`src/rtl/instruction_fetch_pkg.sv`:
```
// Shared definitions for the instruction fetch unit: FSM encodings,
// buffer geometry and the buffered {pc, instruction} entry type.
package instruction_fetch_pkg;

  // Fetch FSM encodings
  localparam logic [1:0] IDLE    = 2'd0;  // no request outstanding
  localparam logic [1:0] REQUEST = 2'd1;  // waiting for an ack with live data
  localparam logic [1:0] DISCARD = 2'd2;  // waiting for an ack whose data is stale

  // Instruction buffer geometry
  localparam int               FIFO_DEPTH = 2;
  localparam int               COUNT_W    = 2;
  localparam logic [COUNT_W-1:0] FIFO_FULL = COUNT_W'(FIFO_DEPTH);

  typedef struct packed {
    logic [31:0] pc;
    logic [31:0] instr;
  } fetch_entry_t;

  // Sequential fetch address; wraps naturally modulo 2^32
  function automatic logic [31:0] next_fetch_pc(input logic [31:0] pc);
    return pc + 32'd4;
  endfunction

endpackage

```
`src/rtl/instruction_fifo.sv`:
```
// Two-entry instruction buffer with push, pop, flush and occupancy count.
// Flush wins over push and pop in the same cycle.
module instruction_fifo
  import instruction_fetch_pkg::*;
(
  input  logic               clk,
  input  logic               rst_n,
  input  logic               push,
  input  logic               pop,
  input  logic               flush,
  input  fetch_entry_t       push_entry,
  output fetch_entry_t       head,
  output logic [COUNT_W-1:0] count
);

  logic               wr_ptr_q, wr_ptr_d;
  logic               rd_ptr_q, rd_ptr_d;
  logic [COUNT_W-1:0] count_q, count_d;
  logic               do_push, do_pop;
  fetch_entry_t       entry_vec [FIFO_DEPTH];

  // Pointer and occupancy bookkeeping
  always_comb begin
    do_push  = push && ((count_q != FIFO_FULL) || pop);
    do_pop   = pop && (count_q != '0);
    wr_ptr_d = wr_ptr_q ^ do_push;
    rd_ptr_d = rd_ptr_q ^ do_pop;
    count_d  = count_q + {{(COUNT_W-1){1'b0}}, do_push} - {{(COUNT_W-1){1'b0}}, do_pop};
    if (flush) begin
      wr_ptr_d = 1'b0;
      rd_ptr_d = 1'b0;
      count_d  = '0;
    end
  end

  // Pointer and count registers
  always_ff @(posedge clk or negedge rst_n) begin
    if (!rst_n) begin
      wr_ptr_q <= 1'b0;
      rd_ptr_q <= 1'b0;
      count_q  <= '0;
    end else begin
      wr_ptr_q <= wr_ptr_d;
      rd_ptr_q <= rd_ptr_d;
      count_q  <= count_d;
    end
  end

  genvar gi;
  generate
    for (gi = 0; gi < FIFO_DEPTH; gi++) begin : g_entry
      fetch_entry_t entry_q;
      // Storage slot, written when the write pointer selects it
      always_ff @(posedge clk or negedge rst_n) begin
        if (!rst_n) begin
          entry_q <= '0;
        end else if (do_push && !flush && (wr_ptr_q == 1'(gi))) begin
          entry_q <= push_entry;
        end
      end
      assign entry_vec[gi] = entry_q;
    end
  endgenerate

  assign head  = entry_vec[rd_ptr_q];
  assign count = count_q;

endmodule

```
`src/rtl/instruction_fetch.sv`:
```
// Instruction fetch unit: issues single-outstanding word fetches, buffers
// returned words in a two-entry FIFO, and handles redirects, stale-ack
// discarding and the sticky misaligned-target fault.
module instruction_fetch
  import instruction_fetch_pkg::*;
#(
  parameter logic [31:0] RESET_VECTOR = 32'h0000_0000
) (
  input  logic        clk,
  input  logic        rst_n,
  input  logic        enable,
  output logic [31:0] fetchAddress,
  output logic        fetchRequest,
  input  logic        fetchAck,
  input  logic [31:0] fetchData,
  output logic [31:0] currentInstruction,
  output logic [31:0] currentPC,
  output logic        isNOP,
  input  logic        stall,
  input  logic        jumpEnable,
  input  logic [31:0] jumpAddress,
  output logic        addressMisaligned
);

  logic [1:0]         state_q, state_d;
  logic [31:0]        pc_q, pc_d;
  logic [31:0]        req_addr_q, req_addr_d;
  logic               fault_q, fault_d;

  logic               fifo_push, fifo_pop, fifo_empty;
  logic [COUNT_W-1:0] fifo_count, count_after;
  fetch_entry_t       fifo_head;
  logic               can_issue, ack_live;

  // Next-state, fetch PC and request address computation
  always_comb begin
    state_d    = state_q;
    pc_d       = pc_q;
    req_addr_d = req_addr_q;
    fault_d    = fault_q;

    fifo_empty  = (fifo_count == '0);
    ack_live    = (state_q == REQUEST) && fetchAck && !jumpEnable;
    fifo_push   = ack_live;
    fifo_pop    = !fifo_empty && !stall && !jumpEnable;
    count_after = fifo_count + {{(COUNT_W-1){1'b0}}, fifo_push}
                             - {{(COUNT_W-1){1'b0}}, fifo_pop};
    // A new request needs room for its word once the current one lands
    can_issue   = enable && !fault_q && !jumpEnable && (count_after < FIFO_FULL);

    if (ack_live) begin
      pc_d = next_fetch_pc(pc_q);
    end
    if (jumpEnable) begin
      pc_d    = jumpAddress;
      fault_d = fault_q | (jumpAddress[1:0] != 2'b00);
    end

    case (state_q)
      IDLE: begin
        if (can_issue) begin
          state_d    = REQUEST;
          req_addr_d = pc_q;
        end
      end
      REQUEST: begin
        if (jumpEnable) begin
          state_d = fetchAck ? IDLE : DISCARD;
        end else if (fetchAck) begin
          if (can_issue) begin
            state_d    = REQUEST;
            req_addr_d = pc_d;
          end else begin
            state_d = IDLE;
          end
        end
      end
      DISCARD: begin
        if (fetchAck) begin
          state_d = IDLE;
        end
      end
      default: state_d = IDLE;
    endcase
  end

  // Fetch control registers
  always_ff @(posedge clk or negedge rst_n) begin
    if (!rst_n) begin
      state_q    <= IDLE;
      pc_q       <= RESET_VECTOR;
      req_addr_q <= RESET_VECTOR;
      fault_q    <= 1'b0;
    end else begin
      state_q    <= state_d;
      pc_q       <= pc_d;
      req_addr_q <= req_addr_d;
      fault_q    <= fault_d;
    end
  end

  instruction_fifo u_fifo (
    .clk        (clk),
    .rst_n      (rst_n),
    .push       (fifo_push),
    .pop        (fifo_pop),
    .flush      (jumpEnable),
    .push_entry ('{pc: req_addr_q, instr: fetchData}),
    .head       (fifo_head),
    .count      (fifo_count)
  );

  assign fetchRequest       = (state_q != IDLE);
  assign fetchAddress       = req_addr_q;
  assign isNOP              = fifo_empty;
  assign currentInstruction = fifo_empty ? 32'h0 : fifo_head.instr;
  assign currentPC          = fifo_empty ? 32'h0 : fifo_head.pc;
  assign addressMisaligned  = fault_q;

endmodule

```
`config.mk`:
```
export PLATFORM = sky130hd
export DESIGN_NAME = instruction_fetch
export DESIGN_NICKNAME = d
export VERILOG_FILES = /design/src/rtl/instruction_fetch_pkg.sv /design/src/rtl/instruction_fifo.sv /design/src/rtl/instruction_fetch.sv
export SDC_FILE = /design/constraint.sdc
export NUM_CORES = 1
export LEC_CHECK = 0
export CAP_MARGIN = 20
export CORE_MARGIN = 2
export CORE_UTILIZATION = 30
export CTS_CLUSTER_DIAMETER = 100
export DETAILED_ROUTE_END_ITERATION = 12
export PLACE_DENSITY_LB_ADDON = 0.12
export SKIP_CTS_REPAIR_TIMING = 1
export SYNTH_ARGS = -nofsm -noshare
export SYNTH_HDL_FRONTEND = slang
export SYNTH_SLANG_ARGS = --single-unit
```
`constraint.sdc`:
```
create_clock -name clk -period 3 [get_ports clk]
set_input_delay 0.45 -clock clk [delete_from_list [all_inputs] [get_ports clk]]
set_output_delay 0.45 -clock clk [all_outputs]
set_load 0.01 [all_outputs]
```
==> metrics.yaml <==
outcome: "complete, no violations"
syn-cell-area_um2: 9597
cp.required_ps: 2550
power_frac_clock: 0.387
dpl.cell_count: 1416
finalPower_w: 0.005788
maxSlewViolCount: 0
ys_async_sr_fraction: 1.000
drtAntennaViolNets: 0
skew_ps: 18.85
clk_latency_ps: 440
layout_commonest_cell: "dfrtp_1"
wl_per_cell_um: 17.86
combPwrFrac: 0.102
synthFlopType: "dfrtp_1"
grt.overflow.total: 0
layout-drive-gt1-share: 0.2082
drt-initial-drc-count: 277
cellInternalPower_w: 0.004232
yosys.area.top_type: "dfrtp_1"
grt_max_degree: 69
sw_frac_of_total: 0.2688
viasPerCell: 4.902
cts_sinks: 199
core_um2: 31560
ir_drop_v: 0.0003676
numCtsBuffers: 17
max_stage_delay_ps: 670
critPathBufInv: 2
critPathLaunchType: "register"
drt_first_pass_iters: 4
die-height_um: 182.9
hpwlAfterDp_um: 18020
cts_tree: "done"
min_period_over_period: 0.8955
num_rows: 65
antenna_found_initial: 0
worstPathCellList: "buf_4 > mux2i_1 > nor2_1 > clkdlybuf4s50_1"
grt_pass1_vias: 7174
antenna_cells: 0
critPathTopFamily: "buffers and inverters"
arrival_ps: 2240
tightest_slew_ps: 581.2
endpoint_kind: "primary output"
critPathKind: "register to primary output"
vias: 7103
grt_pass1_wl_um: 41420
powerDensity_nw_per_um2: 461.5
finalSetupTns_ps: 0
p_seq_frac: 0.511
hp-class: "input port to register"
cap_violations: 0
area.growth.synth_to_final_pct: 30.68
die-area_um2: 33440
worst_slack_ps: 313.6
synth_top_area_frac: 0.5189
period_minus_slack_ps: 2686
max_freq_mhz: 372.2
yosysSeqAreaShare: 0.5189
synthCells: 863
crit_path_max_fanout: 20
portBuffers: 168
io_pins: 169
grt.total_usage: 0.1588
switching_power_w: 0.001556
path_clk_slew_ps: 70
ys_ff_latch: 199
ys_warn_count: 0
ctsHtreeMaxLevel: 4
synth_edf_count: 0
dieWidth_um: 182.9
syn-mean-instance-area_um2: 11.12
pre_cts_ws_ps: 209.2
synthTopCellsByArea: "dfrtp_1, mux2_2, mux2i_1"
power.leakage_nw: 5.318
hold_viol: 0
initial_utilization: 0.3041
routed_wl_um: 25880
drc: 0
finish.instance_area_um2: 12540
critPathSlowestCell: "dfrtp_4"
placed_area_um2: 11960
fin_nets: 1108
yosysUniqueCellTypes: 54
cts_buffer_depth: 2
final_cell_mix: "dfrtp_1, clkdlybuf4s50_1, mux2_2"
rsz0062_at_grt: "no"
final_cells: 1449
slew_headroom: 0.6116
setup_viol: 0
place.gp.congestion: 0.8076
synthesis.nets: 937
cts-root-buf: "clkbuf_16"
synth_stat cells, types with 6 or more instances:
cell type / number
a21oi_1: 25
a31oi_1: 8
and3_1: 12
buf_2: 11
clkbuf_1: 38
dfrtp_1: 199
inv_1: 11
mux2_2: 133
mux2i_1: 73
nand2_1: 55
nand3_1: 17
nand4_1: 6
nor2_1: 107
nor3_1: 14
nor4_1: 8
o21a_1: 6
o21ai_0: 37
o31ai_1: 7
xnor2_1: 10
power by group through the flow:
stage | clock network [W] | logic [W] | registers [W]
after floorplan | 0 | 0.000237 | 0.00297
after global placement | 0 | 0.000599 | 0.00301
after detailed placement | 0 | 0.000599 | 0.00301
after CTS | 0.00234 | 0.000603 | 0.00296
after global routing | 0.00247 | 0.000656 | 0.00298
final | 0.00224 | 0.000591 | 0.00296
final timing paths:
path | start | end | slack [ps] | cells after the start
max in group asynchronous | rst_n | pc_q[24]$_DFF_PN0_ | 1710 | 3
max | u_fifo.rd_ptr_q$_DFF_PN0_ | currentPC[0] | 310 | 4
min in group asynchronous | rst_n | u_fifo.entry_vec[27]$_DFFE_PN0P_ | 550 | 2
min reg2reg | u_fifo.entry_vec[114]$_DFFE_PN0P_ | u_fifo.entry_vec[114]$_DFFE_PN0P_ | 510 | 1
max reg2reg | pc_q[8]$_DFF_PN0_ | fetchAddress[27]$_DFFE_PN0P_ | 610 | 5
min | jumpEnable | pc_q[13]$_DFF_PN0_ | 430 | 2
sequential cells by signal (all words and copies together), names as in the netlist:
| name | count |
|---|---|
| u_fifo.count | 2 |
| u_fifo.entry_vec | 128 |
| pc_q | 32 |
| state_q | 2 |
| u_fifo.wr_ptr_q | 1 |
| u_fifo.rd_ptr_q | 1 |
| fetchAddress | 32 |
| addressMisaligned | 1 |
metal layers:
metal	up-vias	global-route usage	part of all wire
met5	-	0	0
met3	7	0.02601	0.034
met1	3536	0.2197	0.48
met2	141	0.2640	0.48
li1	3419	-	-
met4	0	0.03168	0.0055
through the flow:
step	utilization	hold WS [ps]
2_1_floorplan	-	154.4
3_3_place_gp	0.3790	474.0
3_5_place_dp	0.3790	479.1
4_1_cts	0.3971	-7.294
5_1_grt	0.3974	454.1
6_report	0.3974	430.1
final cells by class:
type	instances	area, um2
fillers	3078	19010
flip-flops and latches	199	4984
multi-input cells	597	4372
repair buffers	208	2071
well taps	402	503.0
clock buffers	19	432.9
clock inverters	13	137.6
inverters	11	41.29
worst register-to-register path, stage by stage, from the launching register on:
cell and delay (ps):
dfrtp_1 500, nand3_1 220, or4b_1 580, or2_4 260, a311o_1 380, a221o_1 320
logic make-up (layout without fill, tap and decap cells):
group           count (synthesis)  in the layout  share of synthesized area
buf+inv                        67            251                    0.02855
compound gates                120            120                    0.07927
fa+ha+maj                       4              4                   0.005215
mux                           206            206                     0.2322
simple gates                  252            252                     0.1222
flops                         199            199                     0.5189
xor+xnor                       15             15                    0.01369
No activity file was read; power rests on OpenSTA's default activity.
